--- src/rtl/seq_table_gen.sv ---
// Table-driven sequence generator: wrap, bounce and one-shot stepping.
// Optional load port set enabled by defining SEQ_TABLE_GEN_LOAD_EN.
module seq_table_gen #(
  parameter int W     = 8,
  parameter int DEPTH = 8,
  localparam int AW   = $clog2(DEPTH)
) (
  input  logic          clk,
  input  logic          rst,
  input  logic          enable,
  input  logic          up_down,
  input  logic [1:0]    mode,
  input  logic [AW-1:0] last_idx,
  input  logic          restart,
`ifdef SEQ_TABLE_GEN_LOAD_EN
  input  logic          load,
  input  logic [AW-1:0] load_idx,
`endif
  input  logic          wr_en,
  input  logic [AW-1:0] wr_addr,
  input  logic [W-1:0]  wr_data,
  output logic [W-1:0]  seq,
  output logic [AW-1:0] idx,
  output logic          wrap,
  output logic          done
);

  typedef enum logic {
    UP = 1'b0,
    DN = 1'b1
  } dir_t;

  localparam logic [1:0] M_BNC = 2'b01;
  localparam logic [1:0] M_ONE = 2'b10;

  logic [W-1:0]  tbl [DEPTH];
  dir_t          dir;
  dir_t          dir_n;
  logic [AW-1:0] idx_n;
  logic          wrap_n;
  logic          done_n;
  logic          halted;

  assign seq    = tbl[idx];
  assign halted = done && (mode == M_ONE);

  // Code table: identity on reset, single write port.
  always_ff @(posedge clk or negedge rst) begin
    if (!rst) begin
      for (int i = 0; i < DEPTH; i++)
        tbl[i] <= W'(i);
    end else if (wr_en) begin
      tbl[wr_addr] <= wr_data;
    end
  end

  // Stepping state register.
  always_ff @(posedge clk or negedge rst) begin
    if (!rst) begin
      idx  <= '0;
      dir  <= UP;
      wrap <= 1'b0;
      done <= 1'b0;
    end else begin
      idx  <= idx_n;
      dir  <= dir_n;
      wrap <= wrap_n;
      done <= done_n;
    end
  end

  // Next index, direction, wrap pulse and done flag.
  always_comb begin
    idx_n  = idx;
    dir_n  = dir;
    wrap_n = 1'b0;
    done_n = done;
    if (mode != M_ONE)
      done_n = 1'b0;
    if (restart) begin
      idx_n  = '0;
      dir_n  = UP;
      done_n = 1'b0;
    end
`ifdef SEQ_TABLE_GEN_LOAD_EN
    else if (load) begin
      idx_n  = (load_idx > last_idx) ?
               last_idx : load_idx;
      done_n = 1'b0;
    end
`endif
    else if (enable && !halted) begin
      if (idx > last_idx) begin
        idx_n = '0;
        dir_n = UP;
      end else begin
        unique case (mode)
          M_BNC: begin
            if (last_idx == '0) begin
              wrap_n = 1'b1;
            end else if (dir == UP) begin
              if (idx == last_idx) begin
                idx_n  = idx - AW'(1);
                dir_n  = DN;
                wrap_n = 1'b1;
              end else begin
                idx_n = idx + AW'(1);
              end
            end else begin
              if (idx == '0) begin
                idx_n  = AW'(1);
                dir_n  = UP;
                wrap_n = 1'b1;
              end else begin
                idx_n = idx - AW'(1);
              end
            end
          end
          M_ONE: begin
            if (up_down && idx == last_idx) begin
              done_n = 1'b1;
              wrap_n = 1'b1;
            end else if (!up_down && idx == '0) begin
              done_n = 1'b1;
              wrap_n = 1'b1;
            end else if (up_down) begin
              idx_n = idx + AW'(1);
            end else begin
              idx_n = idx - AW'(1);
            end
          end
          default: begin
            if (up_down) begin
              if (idx == last_idx) begin
                idx_n  = '0;
                wrap_n = 1'b1;
              end else begin
                idx_n = idx + AW'(1);
              end
            end else begin
              if (idx == '0) begin
                idx_n  = last_idx;
                wrap_n = 1'b1;
              end else begin
                idx_n = idx - AW'(1);
              end
            end
          end
        endcase
      end
    end
  end

endmodule

--- config.mk ---
export PLATFORM = sky130hd
export DESIGN_NAME = seq_table_gen
export DESIGN_NICKNAME = d
export VERILOG_FILES = /design/src/rtl/seq_table_gen.sv
export SDC_FILE = /design/constraint.sdc
export NUM_CORES = 1
export LEC_CHECK = 0
export BUFFER_PORTS_ARGS = -buffer_cell sky130_fd_sc_hd__buf_2
export CAP_MARGIN = 15
export CORE_AREA = 5 5 104 106
export DETAILED_ROUTE_END_ITERATION = 8
export DIE_AREA = 0 0 109 111
export SLEW_MARGIN = 40
export SYNTH_ARGS = -nofsm -noshare
export SYNTH_HDL_FRONTEND = slang
export SYNTH_SLANG_ARGS = --single-unit
--- constraint.sdc ---
create_clock -name clk -period 3.1 [get_ports clk]
set_clock_uncertainty 0.05 [all_clocks]
set_input_delay 0.31 -clock clk [delete_from_list [all_inputs] [get_ports clk]]
set_output_delay 0.31 -clock clk [all_outputs]
set_load 0.005 [all_outputs]
After elaboration in Yosys (flattened, before gate mapping) --
Index checks and enable logic that the tools add are counted.
Word-level totals: register bits 70, input bits 22, output and inout port bits 13, word-level logic and storage cells 86
Cells by class: add/subtract/negate cells 2, order comparisons 4, eq/ne operators 8, mux-type cells 45, bitwise operators 2, reduce and logical (&&, ||, !) cells 13
Operators with widths (count):
- $bwmux 64 | 1
- $mux 3 | 13
- $bmux 8 s3 | 1
- $demux 8 s3 | 1
- $mux 1 | 24
- $mux 8 | 3
- $ne 4x4->1 const B | 3
- $ge 4x4->1 const B | 2
- $not 3->4 | 2
- $logic_not 3->1 | 2
- $pmux 3 s2 | 1
- $logic_and 1x1->1 | 5
- $lt 4x1->1 const B | 1
- $reduce_and 4->1 | 1
- $add 3x1->3 const B | 1
- $eq 3x3->1 | 1
- $gt 3x3->1 | 1
- $ne 3x3->1 const B | 1
- $reduce_and 3->1 | 1
- $reduce_bool 3->1 | 1
- $sub 3x1->3 const B | 1
- $eq 2x1->1 const B | 1
- $eq 2x2->1 const B | 1
- $logic_not 1->1 | 2
- 3 further kinds | 3

Depth between registers and ports, before layout --
word-level depth 8, depth in mapped cells 9, depth with buffers taken out 7

Least setup slack after synthesis --
OpenSTA, ideal clock, no wires.
kind reg-to-reg, start point register idx[1], end point register idx[1], library setup time 0.128 ns, arrival 2.147 ns, required time 2.922 ns, path slack 0.775 ns, cell stages (with the launch flop) 9, path buffers 2, period minus slack after synthesis 2.325 ns, cells stage by stage dfrtp_1 clkbuf_1 buf_2 inv_1 ha_1 and4bb_1 a311oi_4 a211oi_4 mux2_1
Between the ends: cells in the longest elaborated chain, start to end 8, elaborated cells on any way between the ends 25, those cells by class 2 x add/sub; 1 x order compare; 4 x eq/ne; 14 x mux; 4 x reduce/logical
RTL lines:
- from (decl) | RTL line 23 | output logic [AW-1:0] idx,
- from (signal assigned) | RTL line 65 | idx <= idx_n;
- $sub 3x1->3 (tied with other cells)
- $mux 3 (on tied branches) | RTL line 126, 102, 110
- $mux 3 (on tied branches) | RTL line 123, 101
- $mux 3 (on tied branches) | RTL line 120, 99
- $pmux 3 s2 | RTL line 97 | unique case (mode)
- $mux 3 | RTL line 93 | if (idx > last_idx) begin
- $mux 3 | RTL line 92 | else if (enable && !halted) begin
- $mux 3 | RTL line 80 | if (restart) begin
Several ways; a longest one is shown, not always the timed one. The select of a mux whose other input is x is not followed. A chain may end at the register's enable or synchronous reset.

Worst setup path in the final report --
start point register idx[0], end point output seq[6]
Between the ends: cells in the longest elaborated chain, start to end 4
RTL lines:
- $not 3->4 (not written as such) | RTL line 44 | assign seq = tbl[idx];
- $bmux 8 s3 | RTL line 44
- $mux 8 (not written as such) (2 in series) | RTL line 44
- to (decl) | RTL line 22 | output logic [W-1:0] seq,
No other way between the ends. The select of a mux whose other input is x is not followed.

==> run summary <==
Leakage: 0.00183 µW
Syn Nets: 312
Root Buffer Master: clkbuf_8
Cell Area, Synth: 3800 µm²
Data required, critical path: 2.74 ns
Worst r2r path cells: 5
Crit. End Element: output pin
WS Path Type: register to output pin
I/O pins: 35
Final #Nets: 347
Die Width: 109 µm
Fin. Hold Viols: 0
Setup TNS: 0 ns
Wire per inst: 18.3 µm
Iter 0 DRT Violations: 89
Synth Instances: 282
Pre-CTS setup slack: 0.994 ns
RSZ-0062 raised after global routing: no
Site Rows: 36
Most frequent cells in the layout: 58 x dfrtp_1, 50 x mux2_2, 34 x buf_2, 31 x nand2_1, 16 x mux4_2
Pin slew with the least headroom to its limit: 0.735 ns
Max-cap viol count: 0
Routed wire length: 8320 µm
Grt total ovfl: 0
Via total after detailed routing: 2445
Most common cell after layout, fill and taps aside: dfrtp_1
Clk sinks: 70
Core ar.: 9680 µm²
Final min period: 2.29 ns
CTS buffer count: 9
Fill cells: 904
Slew HR: 50.9%
Status: finished, final reports clean
Clk_lat worst skew: 0.34 ns
Synth Flop Type: dfrtp_1
Worst endpoint data arrival time: 1.93 ns
Clock transition at the registers of the reported paths: 0.08 ns
Worst R2R Setup Slack: 1.06 ns
Largest net degree at the start of global routing: 71
Max Slew Vio Count: 0
PnR worst setup slack: 0.814 ns
Clock tree buffer depth: 2
Number of hold buffers added after CTS: 0
# H-tree levels: 3
Yosys cell types: 54
R2R Path End: idx[0]
Cts repair resizes: 0
First-pass GRT wire length: 13600 µm
CTS tree: built
Initial Util: 39.3%
Worst IR drop on VDD: 0.000320 V
Worst R2R Start: idx[1]
Worst hold-check path type: input port to async pin
# DRC: 0
Largest fanout on the critical path: 21
IO Port Bufs: 34
Hpwl dp: 5470 µm
Die height: 111 µm
Share of layout cells above drive strength 1: 46.6%
Syn avg cell area: 13.5 µm²
Vias in the first global route: 2571
Synth warn: 0
Global router's overall resource usage: 14.6%
CP Launch Type: register
Max Freq: 0.437 GHz
Final GP Congestion: 0.912
Sequential element share of the synthesized area: 46.5%
Area Overhead vs Synth: 13.3%
DRT antenna net count: 0
Ys async rst share: 100%
Final worst path period share: 73.7%
First drt pass iteration count: 4
Diodes inserted: 0
Initial antenna violation count: 0
Vias per cell: 5.37
Power Dens Cells: 712 nW/µm²
Number of synthesized flops with an enable pin: 0
Setup-failing EPs final: 0
Setup repair bufs after CTS: 0
Total Die Area: 12100 µm²
Synth Register Bits: 70
==> cells in the mapped netlist, types with 2 or more instances <==
| cell type | instances | share of area (%) |
|---|---|---|
| dfrtp_1 | 58 | 38 |
| mux2_2 | 50 | 15 |
| nand2_1 | 31 | 3.1 |
| mux4_2 | 16 | 9.5 |
| dfstp_2 | 12 | 8.3 |
| inv_1 | 10 | 0.99 |
| buf_2 | 8 | 1.1 |
| ha_1 | 8 | 2.6 |
| mux2_4 | 8 | 3.2 |
| a21oi_1 | 7 | 0.92 |
| mux2_1 | 7 | 2.1 |
| nor2_1 | 6 | 0.59 |
| nand4b_1 | 4 | 0.92 |
| clkbuf_1 | 3 | 0.30 |
| o21ai_0 | 3 | 0.39 |
| xnor2_1 | 3 | 0.69 |
| a211o_1 | 2 | 0.46 |
| a211oi_1 | 2 | 0.39 |
| a31oi_1 | 2 | 0.33 |
| buf_4 | 2 | 0.39 |
| mux2i_1 | 2 | 0.53 |
| nand2b_1 | 2 | 0.33 |
| nand3_1 | 2 | 0.26 |
| nand4_1 | 2 | 0.33 |
| nor3b_4 | 2 | 0.99 |
| o31ai_1 | 2 | 0.39 |
==> report_power, final <==
part / switching [µW] / leakage, µW / internal, µW
combinational: 515 / 0.000893 / 547
sequential: 96.4 / 0.000831 / 1130
clock: 320 / 0.000102 / 456
==> layout make-up <==
type	instances	area, µm²	area share (%)
multi-input combinational	188	1930	44.7
clock inverter	3	68.8	1.60
tap	133	166	3.86
sequential	70	1770	41.0
timing repair buffer	38	204	4.73
clock buffer	13	139	3.22
inverter	10	37.5	0.871
==> through the flow <==
stage / total power (µW) / cells / hold WS, ns / utilization, % / instance area (µm²)
finish: 3070 / 455 / 0.0135 / 44.5 / 4310
global route: 3270 / 455 / 0.0666 / 44.5 / 4310
CTS: 3120 / 455 / 0.0371 / 44.4 / 4300
detailed placement: 2330 / 439 / 0.408 / 42.3 / 4100
global placement: 2310 / 439 / 0.415 / 42.2 / 4090
floorplan: 2010 / 282 / -0.0356 / - / 3800
==> worst max-delay path, stage by stage (launching register included) <==
cell,delay [ns]
dfrtp_1,0.35
buf_4,0.37
mux4_2,0.57
nand2_1,0.09
nand2_1,0.08
buf_2,0.13
==> flip-flops by register name, indices dropped and copies added (netlist names) <==
| register | cells |
|---|---|
| tbl | 64 |
| idx | 3 |
| dir | 1 |
| done | 1 |
| wrap | 1 |
==> routing by layer <==
metal / routed length [µm] / up-vias / global-route usage, %
met4: 89 / 0 / 4.88
met2: 3960 / 68 / 22.6
met3: 392 / 9 / 2.97
met1: 3880 / 1240 / 20.2
met5: 0 / - / 0
li1: - / 1128 / -
==> logic make-up (layout without fill, tap and decap cells) <==
kind of cell | after synthesis | after routing | share of synthesized area [%]
adders and majority gates | 8 | 8 | 2.63
DFF | 70 | 70 | 46.5
muxes | 83 | 83 | 30.0
buffers and inverters | 24 | 64 | 3.03
xor gates and xnor gates | 3 | 3 | 0.691
AOI/OAI and AO/OA | 32 | 32 | 7.30
and+or+nand+nor | 62 | 62 | 9.84
==> worst max path at each step <==
stage	start	endpoint	slack [ns]
6_report	idx[0]	seq[6]	0.81
5_1_grt	idx[0]	seq[5]	0.69
4_1_cts	idx[0]	seq[6]	0.75
3_5_place_dp	mode[1]	idx[1]	0.99
3_3_place_gp	last_idx[1]	idx[0]	1.01
2_1_floorplan	idx[1]	idx[1]	0.77
Note: power is estimated with default switching activity, not from simulation.
